--- src/rtl/ram_pkg.sv ---
// Shared types and constants for the parameterised byte-enable RAM.
package ram_pkg;

  // Control FSM: clear the array after reset, then serve requests.
  typedef enum logic {
    ST_INIT  = 1'b0,
    ST_READY = 1'b1
  } state_e;

  // Same-address read-during-write policy selectors.
  localparam int RDW_READ_FIRST  = 0;
  localparam int RDW_WRITE_FIRST = 1;

  // Elaboration-time legality check for the RAM parameter set.
  function automatic bit params_ok(input int data_w, input int depth,
                                   input int addr_w, input int rd_lat);
    bit ok;
    ok = 1'b1;
    if ((data_w % 8) != 0 || data_w <= 0) ok = 1'b0;
    if (depth < 1 || depth > (1 << addr_w)) ok = 1'b0;
    if (rd_lat != 1 && rd_lat != 2) ok = 1'b0;
    return ok;
  endfunction

endpackage

--- src/rtl/ram_rd_pipe.sv ---
// Optional second read stage: registers data, valid and err by one cycle.
module ram_rd_pipe #(
  parameter int DATA_W = 32
) (
  input  logic              clk,
  input  logic              rst,
  input  logic              valid_in,
  input  logic              err_in,
  input  logic [DATA_W-1:0] data_in,
  output logic              valid_out,
  output logic              err_out,
  output logic [DATA_W-1:0] data_out
);

  logic              valid_q, valid_d;
  logic              err_q, err_d;
  logic [DATA_W-1:0] data_q, data_d;

  // Next-state: pass flags through, hold data unless a new result arrives.
  always_comb begin
    valid_d = valid_in;
    err_d   = err_in;
    data_d  = valid_in ? data_in : data_q;
  end

  // Stage register with synchronous reset so a reset flushes in-flight reads.
  always_ff @(posedge clk) begin
    if (rst) begin
      valid_q <= 1'b0;
      err_q   <= 1'b0;
      data_q  <= '0;
    end else begin
      valid_q <= valid_d;
      err_q   <= err_d;
      data_q  <= data_d;
    end
  end

  assign valid_out = valid_q;
  assign err_out   = err_q;
  assign data_out  = data_q;

endmodule

--- src/rtl/ram_param_rtl.sv ---
// Parameterised single-clock RAM with byte enables, self-clear after reset,
// range-checked ports, selectable read latency and read-during-write policy.
module ram_param_rtl
  import ram_pkg::*;
#(
  parameter int DATA_W   = 32,
  parameter int DEPTH    = 8,
  parameter int ADDR_W   = 4,
  parameter int RD_LAT   = 1,
  parameter int RDW_MODE = 0
) (
  input  logic                clk,
  input  logic                rst,
  input  logic                wr_enb,
  input  logic [ADDR_W-1:0]   wr_addr,
  input  logic [DATA_W/8-1:0] wr_be,
  input  logic [DATA_W-1:0]   data_in,
  input  logic                rd_enb,
  input  logic [ADDR_W-1:0]   rd_addr,
  output logic [DATA_W-1:0]   data_out,
  output logic                rd_valid,
  output logic                rd_err,
  output logic                wr_err,
  output logic                init_busy
);

  localparam int BE_W  = DATA_W / 8;
  localparam int IDX_W = (DEPTH > 1) ? $clog2(DEPTH) : 1;
  localparam logic [ADDR_W:0]  DEPTH_CMP = (ADDR_W + 1)'(DEPTH);
  localparam logic [IDX_W-1:0] LAST_IDX  = IDX_W'(DEPTH - 1);

  // Refuse to build with an unsupported parameter set.
  if (!params_ok(DATA_W, DEPTH, ADDR_W, RD_LAT)) begin : g_param_check
    $error("ram_param_rtl: illegal parameter combination");
  end

  state_e            state_q, state_d;
  logic [IDX_W-1:0]  clr_cnt_q, clr_cnt_d;
  logic              rd_valid1_q, rd_valid1_d;
  logic              rd_err1_q, rd_err1_d;
  logic [DATA_W-1:0] rd_data1_q, rd_data1_d;
  logic              wr_err_q, wr_err_d;

  // NOTE: the array has no reset; it is cleared word by word by the INIT
  // state instead, which keeps it mappable onto plain RAM.
  logic [DATA_W-1:0] mem_q [DEPTH];

  logic              wr_in_range, rd_in_range;
  logic [IDX_W-1:0]  wr_idx, rd_idx;
  logic [DATA_W-1:0] wr_merged;
  logic              mem_we;
  logic [IDX_W-1:0]  mem_waddr;
  logic [DATA_W-1:0] mem_wdata;

  assign wr_in_range = ({1'b0, wr_addr} < DEPTH_CMP);
  assign rd_in_range = ({1'b0, rd_addr} < DEPTH_CMP);
  assign wr_idx      = wr_addr[IDX_W-1:0];
  assign rd_idx      = rd_addr[IDX_W-1:0];

  // Post-write word: old word with enabled bytes replaced by data_in.
  always_comb begin
    wr_merged = mem_q[wr_idx];
    for (int i = 0; i < BE_W; i++) begin
      if (wr_be[i]) wr_merged[i*8 +: 8] = data_in[i*8 +: 8];
    end
  end

  // Control FSM next-state, memory write port and first read stage.
  always_comb begin
    // NOTE: every output gets a default first so no path infers a latch.
    state_d     = state_q;
    clr_cnt_d   = clr_cnt_q;
    mem_we      = 1'b0;
    mem_waddr   = wr_idx;
    mem_wdata   = wr_merged;
    rd_valid1_d = 1'b0;
    rd_err1_d   = 1'b0;
    rd_data1_d  = rd_data1_q;
    wr_err_d    = 1'b0;

    if (state_q == ST_INIT) begin
      // Clear one word per cycle; user requests are ignored here.
      mem_we    = 1'b1;
      mem_waddr = clr_cnt_q;
      mem_wdata = '0;
      if (clr_cnt_q == LAST_IDX) state_d = ST_READY;
      else                       clr_cnt_d = clr_cnt_q + 1'b1;
    end else begin
      if (wr_enb) begin
        if (wr_in_range) mem_we   = 1'b1;
        else             wr_err_d = 1'b1;
      end
      if (rd_enb) begin
        rd_valid1_d = 1'b1;
        rd_err1_d   = !rd_in_range;
        if (!rd_in_range)
          rd_data1_d = '0;
        else if (RDW_MODE == RDW_WRITE_FIRST && wr_enb && wr_in_range &&
                 wr_idx == rd_idx)
          rd_data1_d = wr_merged;
        else
          rd_data1_d = mem_q[rd_idx];
      end
    end
  end

  // Control and first-stage read registers with synchronous reset.
  always_ff @(posedge clk) begin
    // NOTE: sequential state uses non-blocking assignments so every flop
    // samples the pre-edge values regardless of statement order.
    if (rst) begin
      state_q     <= ST_INIT;
      clr_cnt_q   <= '0;
      rd_valid1_q <= 1'b0;
      rd_err1_q   <= 1'b0;
      rd_data1_q  <= '0;
      wr_err_q    <= 1'b0;
    end else begin
      state_q     <= state_d;
      clr_cnt_q   <= clr_cnt_d;
      rd_valid1_q <= rd_valid1_d;
      rd_err1_q   <= rd_err1_d;
      rd_data1_q  <= rd_data1_d;
      wr_err_q    <= wr_err_d;
    end
  end

  // Storage array write port; writes are blocked while reset is asserted.
  always_ff @(posedge clk) begin
    if (mem_we && !rst) mem_q[mem_waddr] <= mem_wdata;
  end

  if (RD_LAT == 2) begin : g_lat2
    ram_rd_pipe #(.DATA_W(DATA_W)) u_rd_pipe (
      .clk       (clk),
      .rst       (rst),
      .valid_in  (rd_valid1_q),
      .err_in    (rd_err1_q),
      .data_in   (rd_data1_q),
      .valid_out (rd_valid),
      .err_out   (rd_err),
      .data_out  (data_out)
    );
  end else begin : g_lat1
    assign rd_valid = rd_valid1_q;
    assign rd_err   = rd_err1_q;
    assign data_out = rd_data1_q;
  end

  assign wr_err    = wr_err_q;
  assign init_busy = (state_q == ST_INIT);

endmodule

--- config.mk ---
export PLATFORM = sky130hd
export DESIGN_NAME = ram_param_rtl
export DESIGN_NICKNAME = d
export VERILOG_FILES = /design/src/rtl/ram_pkg.sv /design/src/rtl/ram_rd_pipe.sv /design/src/rtl/ram_param_rtl.sv
export SDC_FILE = /design/constraint.sdc
export NUM_CORES = 1
export LEC_CHECK = 0
export CAP_MARGIN = 20
export CORE_MARGIN = 5
export CORE_UTILIZATION = 61
export CTS_BUF_LIST = sky130_fd_sc_hd__clkbuf_4 sky130_fd_sc_hd__clkbuf_8
export DETAILED_ROUTE_END_ITERATION = 8
export PLACE_DENSITY = 0.82
export SYNTH_ARGS = -nofsm -noshare
export SYNTH_HDL_FRONTEND = slang
export SYNTH_SLANG_ARGS = --single-unit
--- constraint.sdc ---
create_clock -name clk -period 3.56 [get_ports clk]
set_input_delay 0.534 -clock clk [delete_from_list [all_inputs] [get_ports clk]]
set_output_delay 0.534 -clock clk [all_outputs]
set_load 0.05 [all_outputs]
# == Word-level counts from Yosys, hierarchy flattened ==
# Memories as Yosys holds them, arrays and structs flattened.
# Cells that the tools add are included.
# Widths: inputs -> output; s select.
# totals
wordCells,39
mem_count,1
ram_bits,256
regBits,39
inputBits,48
# op_classes
n_lt_le_gt_ge,2
n_bitwise,4
n_mux,16
reduce_logical,8
n_addsub,1
n_eq_ne,1
# memory_table
name,words,word_bits,read_ports,rd_clocked_by_memory_dff,write_ports,line,text
mem_q,8,32,2,0,1,ram_param_rtl.sv:46,logic [DATA_W-1:0] mem_q [DEPTH];
# ops
cell,n
$mux 32,2
$mux 8,4
$mux 1,9
$lt 4x4->1 const B,2
$reduce_or 3->1,2
$not 1->1,4
$reduce_and 2->1,2
$add 3x1->3 const B,1
$eq 3x3->1 const B,1
$mux 3,1
$logic_not 1->1,2
$reduce_or 2->1,1
$logic_and 1x1->1,1

# == Logic depth before layout (Yosys ltp) ==
# logic_depth
ltp_word,7
mapped_depth,8
ltp_nobuf,5

# == Worst setup path after synthesis ==
# Ideal clock, no wire load.
# synth_timing
path_kind,input to register
from,in wr_addr[0]
to,mem mem_q[0][0] (enable)
t_arrival_ns,2.704
slack_ns,0.435
path_stages,5
setup_ns,0.421
cell_sequence,buf_4 -> buf_4 -> nor4b_1 -> o21bai_1 -> nor2_1
# synth_via
elab_chain_len,7
word_cells_on_any_way,8
classes_between,order compare: 1; mux: 6; reduce/logical: 1
# synth_lines
item,line,text
start: declaration,ram_param_rtl.sv:15,"input logic [ADDR_W-1:0] wr_addr,"
$lt 4x4->1,ram_param_rtl.sv:55,"assign wr_in_range = ({1'b0, wr_addr} < DEPTH_CMP);"
$mux 1,ram_param_rtl.sv:90,if (wr_in_range) mem_we = 1'b1;
$mux 1,ram_param_rtl.sv:89,if (wr_enb) begin
$mux 1,ram_param_rtl.sv:81,if (state_q == ST_INIT) begin
$logic_and 1x1->1,ram_param_rtl.sv:130,if (mem_we && !rst) mem_q[mem_waddr] <= mem_wdata;
$mux 1,ram_param_rtl.sv:130,
$mux 1 (implied by the code),ram_param_rtl.sv:130,
end: declaration,ram_param_rtl.sv:46,
# Several ways; a longest one is shown, not always the timed one.

# == Final worst setup path ==
# layout_timing
from,reg state_q
to,mem mem_q[2][28] (enable)
# layout_via
elab_chain_len,4
word_cells_on_any_way,5
classes_between,mux: 4; reduce/logical: 1
# layout_lines
item,line,text
start: declaration,ram_param_rtl.sv:37,"state_e state_q, state_d;"
start signal: assignment,ram_param_rtl.sv:119,state_q <= state_d;
$mux 1,ram_param_rtl.sv:81,
$logic_and 1x1->1,ram_param_rtl.sv:130,
$mux 1,ram_param_rtl.sv:130,
$mux 1 (implied by the code),ram_param_rtl.sv:130,
# Several ways; a longest one is shown, not always the timed one.

==> parameters.txt <==
Parameter                              Value

Floorplanning
  Initial cell density of the core ... 61.5%
  Core Rows ... 54
  Core Area ... 21,600 sq um
  Die Span Y ... 158 um
  Total die area ... 24,800 sq um
  Die extent in x ... 158 um
  I/O pin cnt ... 84

Timing
  Post-Route Skew ... 0.0214 ns
  Final setup violation count ... 0
  Time the worst path needs with I/O delays and setup ... 2.61 ns
  Final number of max-transition violations ... 0
  Hold violation count in the final report ... 0
  Period utilization ... 73.4%
  Total negative slack ... 0 ns
  Measured slew at the worst slew-check pin ... 0.784 ns
  Max_slew headroom ... 47.5%
  Max Fclk ... 0.382 GHz
  RSZ-0062 raised after global routing ... false

Worst setup path
  Arrival time of the worst setup path ... 2.79 ns
  Reg2reg start ... state_q
  CP startpoint kind ... register
  Number of cells on the worst reg-to-reg path ... 5
  Type of the worst setup path ... register to register
  Reg2Reg Capture Point ... mem_q[2][28]
  Critical path required time ... 3.73 ns
  Maximum fanout encountered on the critical timing path ... 25
  Endpoint type of the worst setup path ... register
  Reg2reg setup slack ... 0.95 ns

Place
  HPWL after detailed placement ... 19.9 mm
  Placed Instances ... 1,133
  Count of buffers inserted at the top-level ports ... 83
  Routability congestion estimate from global placement ... 0.776

Yosys
  Distinct cells, synth ... 36
  Nets in the synthesized netlist ... 839
  Number of synthesis warnings ... 0
  Mapped Cells ... 789
  Portion of the post-synthesis area used by sequential elements ... 63.7%
  Register bit count reported by yosys ... 295
  Average footprint of a synthesized cell ... 16.8 sq um
  Post-synthesis instance area ... 13,300 sq um

Clock network
  Clock Tree Root ... clkbuf_8
  Deepest clock path buffer count ... 3
  CTS resizes ... 0
  Clk slew on worst S/H paths ... 0.06 ns
  Post-cts hold buffer count ... 0
  CTS Buf Count ... 46
  Latest clock arrival within the worst-skew pair ... 0.55 ns
  Sinks on the clock net ... 295
  Count of H-tree levels built during CTS ... 2
  Setup Buffers After CTS ... 0
  TritonCTS clock tree ... built

Global routing
  Maximum number of pins on one net before global-route repair ... 41
  Vias in the first global route ... 8,878
  Antenna violations before repair ... 0
  First-pass GRT wire length ... 50.7 mm
  Overall global routing resource usage ... 27.2%
  Global-route congestion overflow total ... 0

Cells and area
  Synthesis-to-layout area growth ... 15.6%
  Final-stage net count ... 951
  Multi-input combinational cell area ... 4420 sq um
  Most common library cell in the layout ignoring fill and taps ... edfxtp_1
  Layout cells sized above 1 ... 24.1%
  Number of antenna diodes ... 0
  Count of fill cells added during filler insertion ... 1,353
  Most used cells in the layout excluding fill and tap cells ... edfxtp_1 (256), mux4_2 (93), clkdlybuf4s50_1 (80), nor2_1 (69), mux2i_1 (64)
  Number of non-filler instances in the completed layout ... 1,217
  Footprint of the flip-flops and latches ... 8470 sq um

Route
  Routed wire per std cell ... 27.2 um
  Initial DRC Count ... 1,016
  Via count of the routed design ... 8,313
  Total length of routed met2 wires ... 16.4 mm
  Number of vias per cell ... 6.83
  Met3 routed wirelength ... 3.68 mm
  Wire length on met1 ... 11.9 mm
  Number of nets still failing antenna checks after routing ... 0
  Initial DRT Pass Iterations ... 7
  Sum of routed wire length over all layers ... 33.1 mm
  Highest Signal Layer ... met4
  DRC viols ... 0

Status
  Outcome ... finished, final reports clean

Job
  Number of max-cap violations ... 0

Pwr
  PwrDens ... 478 nW/um^2
  Worst IR Drop VDD ... 338 uV
  Leak Pwr ... 5.26 nW

Worst hold path
  Worst hold endpoint ... data_out[19]
  Hold path startpoint ... data_out[19]
  Class of the tightest hold or removal check ... register to register
  Cells on Worst Hold Path ... 2
## power by group
part           internal [mW]  switching, mW  leakage, nW
logic                  0.279          0.333         2.02
clock network           1.62           1.24        0.506
registers               3.83         0.0479         2.73
## area by class of cell
type / count / share of cell area (%)
multi-input cells: 433 / 28.8
well taps: 280 / 2.28
repair buffers: 118 / 7.46
flip-flops and latches: 295 / 55.1
inverters: 7 / 0.171
clock buffers: 76 / 5.95
clock inverters: 8 / 0.228
## metal layers
layer | vias to the layer above | global-route usage, %
met3 | 110 | 6.34
met4 | 0 | 9.63
li1 | 3481 | -
met1 | 4182 | 36.0
met2 | 540 | 45.0
met5 | - | 0
## Yosys cell counts
cell / count / area (sq um)
a21o_1: 1 / 7.51
a21oi_1: 2 / 10.0
a22oi_1: 32 / 240
a31oi_1: 4 / 25.0
a32oi_1: 32 / 280
and2_1: 1 / 6.26
and4b_1: 1 / 10.0
buf_1: 1 / 3.75
buf_12: 7 / 140
buf_2: 13 / 65.1
buf_4: 5 / 37.5
buf_6: 3 / 33.8
buf_8: 1 / 15.0
clkbuf_1: 21 / 78.8
clkbuf_4: 3 / 22.5
dfxtp_1: 39 / 781
edfxtp_1: 256 / 7690
ha_1: 2 / 25.0
inv_1: 1 / 3.75
inv_2: 6 / 22.5
mux2i_1: 64 / 641
mux4_1: 3 / 78.8
mux4_2: 93 / 2090
nand2_1: 12 / 45.0
nand2b_1: 32 / 200
nand4b_1: 1 / 8.76
nor2_1: 79 / 297
nor2b_1: 1 / 6.26
nor3_1: 2 / 10.0
nor3b_1: 2 / 15.0
nor4b_1: 1 / 8.76
o21ai_0: 32 / 160
o21ai_1: 2 / 10.0
o21bai_1: 1 / 7.51
o22ai_1: 32 / 200
xnor2_1: 1 / 8.76
## per-stage QoR
step                hold WS (ns)  power [mW]  utilization, %  setup WS, ns  cell area, sq um
global placement           0.471        4.52            66.7         0.897             14400
CTS                        0.491        7.38            71.1         0.949             15400
floorplan                  0.509        4.34               -         0.435             13300
finish                     0.486        7.34            71.1         0.946             15400
global route               0.506        7.60            71.1         0.846             15400
detailed placement         0.473        4.55            66.7         0.800             14400
## registers in the layout (all words and copies together), names as in the netlist
name,flops
mem_q,256
data_out,32
clr_cnt_q,3
rd_err,1
rd_valid,1
state_q,1
wr_err,1
## critical path, stage by stage (launching register included)
cell,delay (ns)
dfxtp_1,0.62
inv_2,0.16
nor4b_1,0.57
o21bai_1,0.28
nor2_2,0.16
buf_4,0.46
## how the worst max path moves through the flow
stage	start	end
after floorplan	wr_addr[0]	mem_q[0][0]
after global placement	wr_addr[2]	mem_q[7][28]
after detailed placement	wr_addr[2]	mem_q[7][26]
after CTS	state_q	init_busy
after global routing	state_q	mem_q[2][28]
final	state_q	mem_q[2][28]
## logic make-up after synthesis
logic type,synth area share [%]
compound gates,7.08
xor+xnor,0.0659
fa+ha+maj,0.188
buf+inv,3.18
flops,63.7
mux,21.2
simple gates,4.57
Note: power is estimated with default switching activity, not from simulation.
==> RTL change 1: new RTL, same flow settings <==
Remove the register `wr_err_q`: a continuous assignment takes its place, so the output `wr_err` follows one clock earlier.
--- a/src/rtl/ram_param_rtl.sv
+++ b/src/rtl/ram_param_rtl.sv
@@ -116,3 +116,2 @@
       rd_data1_q  <= '0;
-      wr_err_q    <= 1'b0;
     end else begin
@@ -123,5 +122,6 @@
       rd_data1_q  <= rd_data1_d;
-      wr_err_q    <= wr_err_d;
     end
   end
+
+  assign wr_err_q = wr_err_d;
 
Formal check against the unedited RTL: not equivalent (a bounded check fails within 10 cycles, from zero or initial values and one cycle with rst high).
==> RTL change 1 against the unedited design <==
- hold slack improved by 11 ps
- count of clock-buffer cells in the layout rose by 8
- sequential cell count fell by 1
- via count rose by 0.72%
- design area rose by 0.40%
- area after synthesis fell by 0.18%
- routed wire length rose by 0.33%
- power rose by 1.4%
- die area fell by 0.17%
- setup slack got worse by 160 ps
- clock skew barely moved
- non-clock buffer count did not move
- critical endpoint is now wr_err
==> RTL change 1: results (changes against the unedited design) <==
Critical-path top delay cell - clkdlybuf4s50_1 (was dfxtp_1)
Internal - 5.806 mW (was 5.721 mW)
Share of cells above drive strength 1 - 24.76% (was 24.12%)
Synth Area in Adders - 0.1887% (was 0.1883%)
Pwr/cell area - 482.7 nW/um2 (was 477.8 nW/um2)
Hold_ws - 497.0 ps (was 486.4 ps)
Outcome - finished clean (unchanged)
Sequential Power Share - 51.9% (was 52.8%)
Placement Cell Area - 14440 um2 (was 14410 um2)
Peak VDD IR - 0.2736 mV (was 0.3379 mV)
DP Cell Count - 1132 (was 1133)
FF-to-FF setup slack - 1160 ps (was 950 ps)
Ranking of synthesized cells by area - edfxtp_1 (58%), mux4_2 (16%), dfxtp_1 (5.7%) (was edfxtp_1 (58%), mux4_2 (16%), dfxtp_1 (5.9%))
Worst reg-to-reg path cell count - 7 (was 5)
Synth Area in Compound Gates - 7.094% (was 7.082%)
Fmax - 0.3609 GHz (was 0.3825 GHz)
Setup crit end - wr_err (was mem_q[2][28])
Hold path startpoint - data_out[0] (was data_out[19])
FFs w/ async S/R, synth - 0% (unchanged)
Drt total wl - 33.23 mm (was 33.13 mm)
Post-synthesis mux area share - 21.22% (was 21.18%)
CTS buffer count - 47 (was 46)
Crit Path Max Fanout - 14 (was 25)
R2R Path End - data_out[27] (was mem_q[2][28])
CP delay by family, top - buffers and inverters (was simple AND/OR/NAND/NOR gates)
DP Worst Slack - 878.8 ps (was 799.7 ps)
First-pass GRT wire length - 50.27 mm (was 50.70 mm)
Largest stage delay on the critical path - 800 ps (was 620 ps)
Leakage power - 5.294 nW (was 5.265 nW)
DRT iter0 DRCs - 959 (was 1016)
Half-perimeter wire length after placement - 19.19 mm (was 19.93 mm)
Total track usage - 27.16% (was 27.21%)
Reg clk slew, reported paths - 50 ps
RePlAce Congestion - 0.7691 (was 0.7758)
Worst Hold End - data_out[0] (was data_out[19])
Data arrival, critical path - 2240 ps (was 2790 ps)
Pin count of the biggest net entering global routing - 58 (was 41)
Gate count of the mapped netlist - 788 (was 789)
Synth cell count leaders - edfxtp_1 (256), mux4_2 (93), nor2_1 (79) (unchanged)
Drt pass-1 iters - 6 (was 7)
Clock skew - 21.67 ps (was 21.43 ps)
Post-synthesis sequential area ratio - 63.70% (was 63.73%)
Synth Area in XOR/XNOR - 0.06604% (was 0.06592%)
Number of distinct library cells after synthesis - 35 (was 36)
Vias - 8373 (was 8313)
Syn_nets - 838 (was 839)
Vias in the first global route - 8692 (was 8878)
==> RTL change 1: cell count changes in the layout (fill, tap and decap cells not counted), sizes merged <==
cell and delta:
clkbuf +8, and4b -1, clkinvlp -1, and3 +1
clkinv -6, dfxtp -1
==> RTL change 1: worst reg2reg max path: cells and delay by family (launching register included) <==
family	cells	cell delay, ps
buffers and inverters	3	1100
flip-flops	1	640
AND/OR/NAND/NOR	3	400
AO/OA/AOI/OAI	1	190
==> RTL change 1: cell type report <==
type,count,area (um2)
Sequential cell,294,8448
Fill cell,1287,6196
Multi-Input combinational cell,433,4419
Timing Repair Buffer,118,1196
Clock buffer,84,980.9
Tap cell,280,350.3
Inverter,7,26.28
Clock inverter,1,3.754
==> RTL change 1: per-layer routing <==
layer | up-vias | wire, um | global-route usage [%]
li1 | 3483 | - | -
met1 | 4187 | 12010 | 36.49
met2 | 594 | 16350 | 44.64
met3 | 109 | 3825 | 5.994
met5 | - | 0 | 0
met4 | 0 | 1049 | 9.340
==> RTL change 2: new RTL, same settings <==
Without the edit above. Change the parameter `RDW_MODE` from 0 to 1.
--- a/src/rtl/ram_param_rtl.sv
+++ b/src/rtl/ram_param_rtl.sv
@@ -9,3 +9,3 @@
   parameter int RD_LAT   = 1,
-  parameter int RDW_MODE = 0
+  parameter int RDW_MODE = 1
 ) (
Function: changed (a bounded check fails within 10 cycles, from zero or initial values and one cycle with rst high).
==> RTL change 2 against the unedited design <==
- design area grew 4.5%
- first-iteration DRC count shrank 8.1%
- cell count grew 7.6%
- area after synthesis grew 4.1%
- power grew 3.8%
- routed wire length grew 0.45%
- setup slack lost 410 ps
- sequential cell count is the same
==> RTL change 2: results (changes against the unedited design) <==
DR vias/cell - 6.776 (was 6.831)
Synth Area in XOR/XNOR - 0.2533% (was 0.06592%)
Fmax - 0.3309 GHz (was 0.3825 GHz)
Hold_ws - 465.6 ps (was 486.4 ps)
Critical-path top delay cell - clkdlybuf4s50_1 (was dfxtp_1)
M1 GR Usage - 34.52% (was 36.01%)
Total track usage - 25.44% (was 27.21%)
First-pass GRT wire length - 51.14 mm (was 50.70 mm)
Max reg flops - 256 (unchanged)
GR Layer Usage met3 - 3.721% (was 6.342%)
# nets final - 1038 (was 951)
FF-to-FF setup slack - 920 ps (was 950 ps)
CP delay by family, top - buffers and inverters (was simple AND/OR/NAND/NOR gates)
Syn_nets - 948 (was 839)
Ranking of synthesized cells by area - edfxtp_1 (56%), mux2i_1 (12%), mux4_2 (10%) (was edfxtp_1 (58%), mux4_2 (16%), dfxtp_1 (5.9%))
Data arrival, critical path - 2490 ps (was 2790 ps)
Max-Slew Margin vs Limit - 46.26% (was 47.54%)
Vias - 8877 (was 8313)
Metal3 WL - 3.030 mm (was 3.683 mm)
DRT iter0 DRCs - 934 (was 1016)
Number of distinct library cells after synthesis - 31 (was 36)
Vias in the first global route - 9113 (was 8878)
Post-synthesis mux area share - 22.00% (was 21.18%)
Synth Area in Adders - 0.1809% (was 0.1883%)
Half-perimeter wire length after placement - 19.82 mm (was 19.93 mm)
Synth cell count leaders - edfxtp_1 (256), mux2i_1 (160), nand2_1 (68) (was edfxtp_1 (256), mux4_2 (93), nor2_1 (79))
Hold path startpoint - data_out[24] (was data_out[19])
Share of cells above drive strength 1 - 18.93% (was 24.12%)
Placement Cell Area - 15050 um2 (was 14410 um2)
DRT met1 WL - 13.00 mm (was 11.87 mm)
Crit Path Max Fanout - 23 (was 25)
Outcome - finished clean (unchanged)
Clock tree buffer depth - 3 (unchanged)
Leakage power - 5.706 nW (was 5.265 nW)
Setup crit end - init_busy (was mem_q[2][28])
DP Cell Count - 1226 (was 1133)
Met2 WL - 16.37 mm (was 16.35 mm)
Synth Area in Compound Gates - 7.382% (was 7.082%)
Met2 Use GR - 42.25% (was 45.02%)
Peak VDD IR - 0.2968 mV (was 0.3379 mV)
Crit Path Category - flop to output pin (was flop to flop)
Pin count of the biggest net entering global routing - 50 (was 41)
Hold depth - 1 (was 2)
Post-synthesis sequential area ratio - 61.23% (was 63.73%)
Clock skew - 10.62 ps (was 21.43 ps)
-- RTL change 2: changes by cell type after synthesis, sizes merged, moves of 32 or more --
cell,before,now
nand3b,0,32
a22oi,32,64
o22ai,32,0
o21ai,34,2
nand3,0,33
nand2,12,68
a32oi,32,0
a32o,0,32
nand2b,32,0
a21oi,2,39
nor2,79,15
mux4,96,64
mux2i,64,160
-- RTL change 2: cell type report --
type / count / area, um2
Sequential cell: 295 / 8468
Fill cell: 1382 / 6450
Multi-Input combinational cell: 531 / 5016
Timing Repair Buffer: 114 / 1202
Clock buffer: 77 / 922.1
Tap cell: 285 / 356.6
Clock inverter: 7 / 83.83
Inverter: 1 / 3.754
-- RTL change 2: power groups by stage --
stage          combinational, mW  sequential, mW  clock, mW
3_5_place_dp               0.700            3.95          0
5_1_grt                    0.750            3.88       3.23
4_1_cts                    0.704            3.87       3.08
6_report                   0.709            3.88       3.04
2_1_floorplan              0.475            3.93          0
3_3_place_gp               0.687            3.94          0
